`config.mk`:
```
export PLATFORM = sky130hd
export DESIGN_NAME = tf_seq_ctrl
export DESIGN_NICKNAME = d
export VERILOG_FILES = /design/src/rtl/tf_seq_ctrl.sv
export SDC_FILE = /design/constraint.sdc
export NUM_CORES = 1
export LEC_CHECK = 0
export ABC_AREA = 1
export BUFFER_PORTS_ARGS = -buffer_cell sky130_fd_sc_hd__buf_4
export CAP_MARGIN = 20
export CORE_AREA = 2 2 166 168
export CTS_BUF_LIST = sky130_fd_sc_hd__clkbuf_4
export DETAILED_ROUTE_END_ITERATION = 6
export DIE_AREA = 0 0 168 170
export MAX_ROUTING_LAYER = met4
export PLACE_DENSITY = 0.72
export SLEW_MARGIN = 20
export SYNTH_ARGS = -nofsm -noshare
export SYNTH_HDL_FRONTEND = slang
export SYNTH_SLANG_ARGS = --single-unit
```
`constraint.sdc`:
```
create_clock -name clk -period 2.3 [get_ports clk]
set_input_delay 0.345 -clock clk [delete_from_list [all_inputs] [get_ports clk]]
set_output_delay 0.345 -clock clk [all_outputs]
set_load 0.03 [all_outputs]
```
`src/rtl/tf_seq_ctrl.sv`:
```
`timescale 1ns/1ps
// Control sequencer feeding TF_gen: base load, const load, start delay, then the
// per-stage read/update schedule paced by the butterfly-ready stall input.
module tf_seq_ctrl #(
   parameter int D_WIDTH     = 32,
   parameter int K           = 3,
   parameter int NUM_STAGE   = 3,
   parameter int ITE0        = 512,
   parameter int ITE1        = 32,
   parameter int ITE2        = 2,
   parameter int BU_TOTAL    = 512,
   parameter int START_DELAY = 2
) (
   input  logic               clk,
   input  logic               rst,
   input  logic               start,
   input  logic               bu_ready,
   output logic               TF_init_base,
   output logic               TF_init_const,
   output logic               TF_ren,
   output logic               TF_wen,
   output logic [D_WIDTH-1:0] it_depth_cnt,
   output logic [D_WIDTH-1:0] base_idx,
   output logic               busy,
   output logic               done
);

   typedef enum logic [2:0] {
      S_IDLE, S_INIT_BASE, S_INIT_CONST, S_DELAY, S_RUN_RD, S_RUN_WR, S_DONE
   } state_t;

   localparam logic [D_WIDTH-1:0] ONE        = D_WIDTH'(1);
   localparam logic [D_WIDTH-1:0] K_LAST     = D_WIDTH'(K - 1);
   localparam logic [D_WIDTH-1:0] DELAY_LAST = D_WIDTH'(START_DELAY - 1);
   localparam logic [D_WIDTH-1:0] STAGE_LAST = D_WIDTH'(NUM_STAGE - 1);
   localparam logic [D_WIDTH-1:0] BU_TOT     = D_WIDTH'(BU_TOTAL);

   // Last bu_cnt value of a group for the given stage.
   function automatic logic [D_WIDTH-1:0] grp_last(input logic [D_WIDTH-1:0] s);
      if (s == '0)
         return D_WIDTH'(ITE0 - 1);
      else if (s == ONE)
         return D_WIDTH'(ITE1 - 1);
      else
         return D_WIDTH'(ITE2 - 1);
   endfunction

   state_t             state_q, state_d;
   logic [D_WIDTH-1:0] depth_q, depth_d;
   logic [D_WIDTH-1:0] delay_q, delay_d;
   logic [D_WIDTH-1:0] stage_q, stage_d;
   logic [D_WIDTH-1:0] bu_cnt_q, bu_cnt_d;
   logic [D_WIDTH-1:0] sw_cnt_q, sw_cnt_d;
   logic               init_base_q, init_const_q, rd_q, wen_q, busy_q, done_q;
   logic [D_WIDTH-1:0] it_depth_q, base_idx_q;

   always_comb begin
      state_d  = state_q;
      depth_d  = depth_q;
      delay_d  = delay_q;
      stage_d  = stage_q;
      bu_cnt_d = bu_cnt_q;
      sw_cnt_d = sw_cnt_q;
      case (state_q)
         S_IDLE: begin
            if (start) begin
               state_d = S_INIT_BASE;
               depth_d = '0;
            end
         end
         S_INIT_BASE: begin
            if (depth_q == K_LAST)
               state_d = S_INIT_CONST;
            else
               depth_d = depth_q + ONE;
         end
         S_INIT_CONST: begin
            delay_d  = '0;
            stage_d  = '0;
            bu_cnt_d = '0;
            sw_cnt_d = '0;
            state_d  = (START_DELAY == 0) ? S_RUN_RD : S_DELAY;
         end
         S_DELAY: begin
            if (delay_q == DELAY_LAST) begin
               state_d  = S_RUN_RD;
               stage_d  = '0;
               bu_cnt_d = '0;
               sw_cnt_d = '0;
            end else begin
               delay_d = delay_q + ONE;
            end
         end
         S_RUN_RD: begin
            if (bu_ready) begin
               sw_cnt_d = sw_cnt_q + ONE;
               if (bu_cnt_q == grp_last(stage_q))
                  state_d = S_RUN_WR;
               else
                  bu_cnt_d = bu_cnt_q + ONE;
            end
         end
         S_RUN_WR: begin
            bu_cnt_d = '0;
            state_d  = S_RUN_RD;
            if (sw_cnt_q == BU_TOT) begin
               sw_cnt_d = '0;
               if (stage_q == STAGE_LAST)
                  state_d = S_DONE;
               else
                  stage_d = stage_q + ONE;
            end
         end
         S_DONE:  state_d = S_IDLE;
         default: state_d = S_IDLE;
      endcase
   end

   // Outputs are registered from the next state so they line up with state_q.
   always_ff @(posedge clk or negedge rst) begin
      if (!rst) begin
         state_q      <= S_IDLE;
         depth_q      <= '0;
         delay_q      <= '0;
         stage_q      <= '0;
         bu_cnt_q     <= '0;
         sw_cnt_q     <= '0;
         init_base_q  <= 1'b0;
         init_const_q <= 1'b0;
         rd_q         <= 1'b0;
         wen_q        <= 1'b0;
         busy_q       <= 1'b0;
         done_q       <= 1'b0;
         it_depth_q   <= '0;
         base_idx_q   <= '0;
      end else begin
         state_q      <= state_d;
         depth_q      <= depth_d;
         delay_q      <= delay_d;
         stage_q      <= stage_d;
         bu_cnt_q     <= bu_cnt_d;
         sw_cnt_q     <= sw_cnt_d;
         init_base_q  <= (state_d == S_INIT_BASE);
         init_const_q <= (state_d == S_INIT_CONST);
         rd_q         <= (state_d == S_RUN_RD);
         wen_q        <= (state_d == S_RUN_WR);
         busy_q       <= (state_d != S_IDLE);
         done_q       <= (state_d == S_DONE);
         if (state_d == S_INIT_BASE)
            it_depth_q <= depth_d;
         else if (state_d == S_RUN_RD || state_d == S_RUN_WR)
            it_depth_q <= stage_d;
         else
            it_depth_q <= '0;
         base_idx_q   <= (state_d == S_INIT_BASE) ? depth_d : '0;
      end
   end

   assign TF_init_base  = init_base_q;
   assign TF_init_const = init_const_q;
   assign TF_ren        = rd_q & bu_ready;
   assign TF_wen        = wen_q;
   assign it_depth_cnt  = it_depth_q;
   assign base_idx      = base_idx_q;
   assign busy          = busy_q;
   assign done          = done_q;

endmodule

```
# After elaboration in Yosys (flattened, before gate mapping)
# Cells that the tools add are included.
# totals
in_bits	4
ff_bits	233
word_cells	83
# op_classes
muxes	31
reduce_logical	11
n_addsub	5
bitwise_logic	1
eq_ne	21
# op_table
operator	count
$mux 32	16
$pmux 32 s3	2
$add 32x1->32 const B	5
$pmux 32 s2	2
$pmux 32 s4	1
$eq 32x1->1 const B	2
$eq 32x2->1 const B	2
$eq 32x10->1 const B	1
$eq 32x32->1	1
$logic_not 32->1	1
$pmux 3 s6	1
$eq 3x3->1 const B	5
$mux 3	5
$ne 2x2->1 const B	5
$eq 3x2->1 const B	3
$mux 9	1
$reduce_and 4->1	2
$eq 3x1->1 const B	2
$reduce_bool 3->1	2
$mux 5	1
$mux 2	2
$reduce_bool 4->1	1
$logic_not 3->1	1
$reduce_and 2->1	1
4 further kinds	4

# Logic depth before layout (Yosys ltp)
# logic_depth
word_depth	13
ltp_mapped	14
depth_no_buf	14

# Worst setup path before layout
# Ideal clock, no wire load.
# synth_timing
path_type	reg-to-reg
startpoint	register sw_cnt_q[0]
endpoint	register sw_cnt_q[13]
path_stages_with_launch	14
path_buffers	2
required_ns	2.171
synth_period_minus_slack_ns	1.917
arrival_ns	1.788
setup_slack_ns	0.383
setup_ns	0.129
path_cell_list	dfrtp_1 -> inv_1 -> ha_1 -> inv_1 -> nor2_1 -> nand2_1 -> nor2_1 -> nand2_1 -> nor2_4 -> nor2_1 -> nor3_2 -> buf_4 -> buf_2 -> o21ai_0
# synth_via
elab_chain_cells	3
elab_cells_between_ends	6
cone_classes	1 x add/sub; 2 x eq/ne; 2 x mux; 1 x reduce/logical
# synth_lines
element	line	source
start, declared	53	logic [D_WIDTH-1:0] sw_cnt_q, sw_cnt_d;
start signal, assigned	142	sw_cnt_q <= sw_cnt_d;
$add 32x1->32 or $eq 32x10->1 (tied branches)	96, 106	
$mux 32 or $ne 2x2->1 (tied branches)	-	
$pmux 32 s4 or $reduce_and 4->1 (tied branches)	-	
# Several ways; a longest one is shown, not always the timed one. The select of a mux whose other input is x is not followed.
# A chain may end at the register's enable or synchronous reset.

# Final worst setup path
# layout_timing
startpoint	register depth_q[0]
endpoint	register rd_q
# layout_via
elab_chain_cells	4
# layout_lines
element	line	source
start, declared	49	logic [D_WIDTH-1:0] depth_q, depth_d;
start signal, assigned	138	depth_q <= depth_d;
$eq 32x2->1	72	if (depth_q == K_LAST)
$mux 3	72	
$pmux 3 s6	64	case (state_q)
net state_d[0]	48	state_t state_q, state_d;
$eq 3x3->1	145	rd_q <= (state_d == S_RUN_RD);
end signal, assigned	145	
end, declared	54	logic init_base_q, init_const_q, rd_q, wen_q, busy_q, done_q;
# The timed path passes the listed nets, and every way through them passes these cells.

==> results by group <==
Run status
  • Status: finished clean

Detailed routing
  • M1 WL: 20000 µm
  • Iter 0 DRT Violations: 1373
  • Post-route ant nets: 0
  • Residual DRC: 0
  • Metal3 WL: 3100 µm
  • Metal2 WL: 20600 µm
  • Overall routed net length: 45300 µm
  • Top routing layer in use: met4
  • WL/cell: 17.0 µm
  • Via Count: 14500
  • 1st-pass router iterations: 6
  • Mean number of vias per cell: 5.45

Finish
  • Nets@finish: 2282
  • Synthesis-to-layout area growth: 14.8%
  • Utilization after layout: 62.2%
  • Share of layout cells above drive strength 1: 12.0%

Clocking
  • Worst skew pair latency: 710 ps
  • H-tree depth: 3
  • CTS Root Cell: clkbuf_4
  • Clock tree sinks: 233
  • Clock transition at path regs: 70 ps
  • Clk buf depth: 3
  • Post-CTS Setup Repair Bufs: 0
  • CTS tree: done
  • Inserted Clock Buffers: 69

Floorplan
  • Die W: 168 µm
  • CORE AREA: 26700 µm²
  • I/O Pins: 74
  • Die ar.: 28600 µm²
  • Initial Utilization: 54.2%
  • Rows: 60
  • Die Y-Extent: 170 µm

Min path
  • Hold EP: TF_wen$_DFF_PN0_
  • Min-Delay Path Depth: 3
  • Hold Path Origin: bu_ready
  • HP Class: input pin to flip-flop

Critical path
  • Crit. End Element: flip-flop
  • WP data arrival: 2780 ps
  • FF-to-FF setup slack: 100 ps
  • Worst Setup Start Kind: flip-flop
  • Worst r2r dst: rd_q$_DFF_PN0_
  • Critical setup path kind: flip-flop to flip-flop
  • Required time of the critical path: 2880 ps
  • FF-to-FF Start: depth_q[0]$_DFF_PN0_
  • FF-to-FF path depth: 10
  • Worst-path maximum fanout: 4

Synth
  • Post-synthesis net count: 2136
  • Synthesized flop and latch total: 233
  • Mean area per synthesized cell: 6.81 µm²
  • Post-synthesis cell type count: 37
  • Post-Syn Instances: 2121
  • Yosys top cell area share: 40.4%
  • Yosys synthesis warning count: 0
  • Synth Flop Type: dfrtp_1
  • Top cells by area, synth: dfrtp_1 40%, nand2_1 17%, nor2_1 8.6%, nand3_1 6.9%, inv_1 6.4%
  • Mapped cell area: 14400 µm²
  • EDFF count, synth: 0
  • Post-synth top area cell: dfrtp_1
  • Synth top cells by count: 648 x nand2_1, 331 x nor2_1, 245 x inv_1, 233 x dfrtp_1, 198 x nand3_1
  • Library cell with the highest instance count after synthesis: nand2_1
  • Ys async rst share: 100%
  • Register area share after synthesis: 40.4%

STA
  • Max Slew Vio Count: 0
  • Fmax: 455 MHz
  • Period Utilization, post-route: 95.6%
  • Slew @ Worst Pin: 515 ps
  • Setup TNS: 0 ps
  • Final Hold Viols: 0
  • Min cycle time layout: 2200 ps
  • Slew HR: 65.6%
  • Setup violators final: 0
  • Clock Skews: 74.6 ps
  • Unrepaired setup endpoints after global routing: no

Placement
  • GPL Wtd Cong: 0.979
  • Hpwl dp: 33500 µm
  • Count of input and output buffers: 73

Power
  • Power, Total: 13.9 mW
  • Leak pwr: 8.03 nW
  • Max VDD drop: 842 µV
  • Pwr/cell area: 837 nW/µm²

Global routing
  • First-pass GRT wire length: 72500 µm
  • Largest net degree at the start of global routing: 74
  • Vias in the first global route: 13900
  • GRT Total Usage: 33.1%
  • Antenna violations before repair: 1
  • Grt total ovfl: 0

Job
  • Max-capacitance violation count: 0
sequential cells by signal (all words and copies together), names as in the netlist:
signal         cells
base_idx          32
TF_init_base       1
rd_q               1
it_depth_cnt      32
state_q            3
done               1
bu_cnt_q          32
stage_q           32
sw_cnt_q          32
delay_q           32
TF_init_const      1
busy               1
depth_q           32
TF_wen             1
cells by family after synthesis:
logic type | Yosys count | synth area share [%]
simple gates | 1333 | 38.9
fa+ha+maj | 11 | 0.953
flops | 233 | 40.4
compound gates | 142 | 5.42
xor+xnor | 92 | 5.58
buf+inv | 310 | 8.76
through the flow:
step / hold WS [ps] / setup WS, ps / cell area, µm² / instances
after floorplan: 49.4 / 383 / 14400 / 2121
after global placement: 244 / 120 / 15700 / 2536
after detailed placement: 246 / 84.7 / 15700 / 2536
after CTS: 38.5 / 55.6 / 16500 / 2653
after global routing: 65.7 / 4.79 / 16600 / 2654
final: 67.9 / 102 / 16600 / 2655
worst max-delay path by stage:
stage                                  start                    endpoint  slack, ps
floorplan            sw_cnt_q[0]$_DFFE_PN0P_    sw_cnt_q[13]$_DFFE_PN0P_        380
global placement    sw_cnt_q[22]$_DFFE_PN0P_  it_depth_cnt[21]$_DFF_PN0_        120
detailed placement  sw_cnt_q[22]$_DFFE_PN0P_  it_depth_cnt[21]$_DFF_PN0_         80
CTS                 sw_cnt_q[22]$_DFFE_PN0P_  it_depth_cnt[21]$_DFF_PN0_         60
global route        sw_cnt_q[18]$_DFFE_PN0P_     sw_cnt_q[0]$_DFFE_PN0P_          5
finish                  depth_q[0]$_DFF_PN0_              rd_q$_DFF_PN0_        100
what timing repair did:
item / CTS / global route
hold endpoints to repair: 233 / 0
hold buffers: 1 / 0
setup endpoints to repair: 0 / 63
resized for setup: 0 / 9
layer usage:
| metal | global-route usage [%] | vias up |
|---|---|---|
| met5 | - | - |
| met4 | 13.5 | 0 |
| met3 | 5.33 | 121 |
| met2 | 51.2 | 553 |
| met1 | 43.8 | 6747 |
| li1 | - | 7051 |
worst max-delay path, cell delays in order, from the launching register on:
cell     delay, ps
dfrtp_1        420
inv_1          130
ha_1           200
nand4_1        120
nor2_1         200
nand4_1        180
nor2_1         320
nor2_1         160
nor2_1         150
nand2_1         90
nor2_1         110
layout make-up:
class	instances	area, µm²
Clock buffer	94	706
Fill cell	2487	10100
Timing Repair Buffer	132	1130
Sequential cell	233	5830
Antenna cell	2	5.00
Clock inverter	22	151
Inverter	253	950
Multi-Input combinational cell	1578	7370
Tap cell	341	427
where the power goes:
part           internal (mW)  switching [mW]  total [mW]
logic                   1.37            2.95        4.33
clock network           2.12            1.89        4.01
registers               4.89           0.642        5.53
cells in the final DEF (no fill, tap or decap), types with 9 or more instances in the layout:
master    count
a21oi_1      16
buf_12       10
buf_4       119
clkbuf_4     94
clkinv_1     12
dfrtp_1     233
ha_1         10
inv_1       245
inv_2         9
nand2_1     647
nand3_1     198
nand4_1      42
nor2_1      329
nor2_2        9
nor2_4        9
nor3_1       68
o211ai_1     10
o21ai_0      70
o21ai_1      12
o22ai_1      24
xor2_1       86
Note: power is estimated with default switching activity, not from simulation.
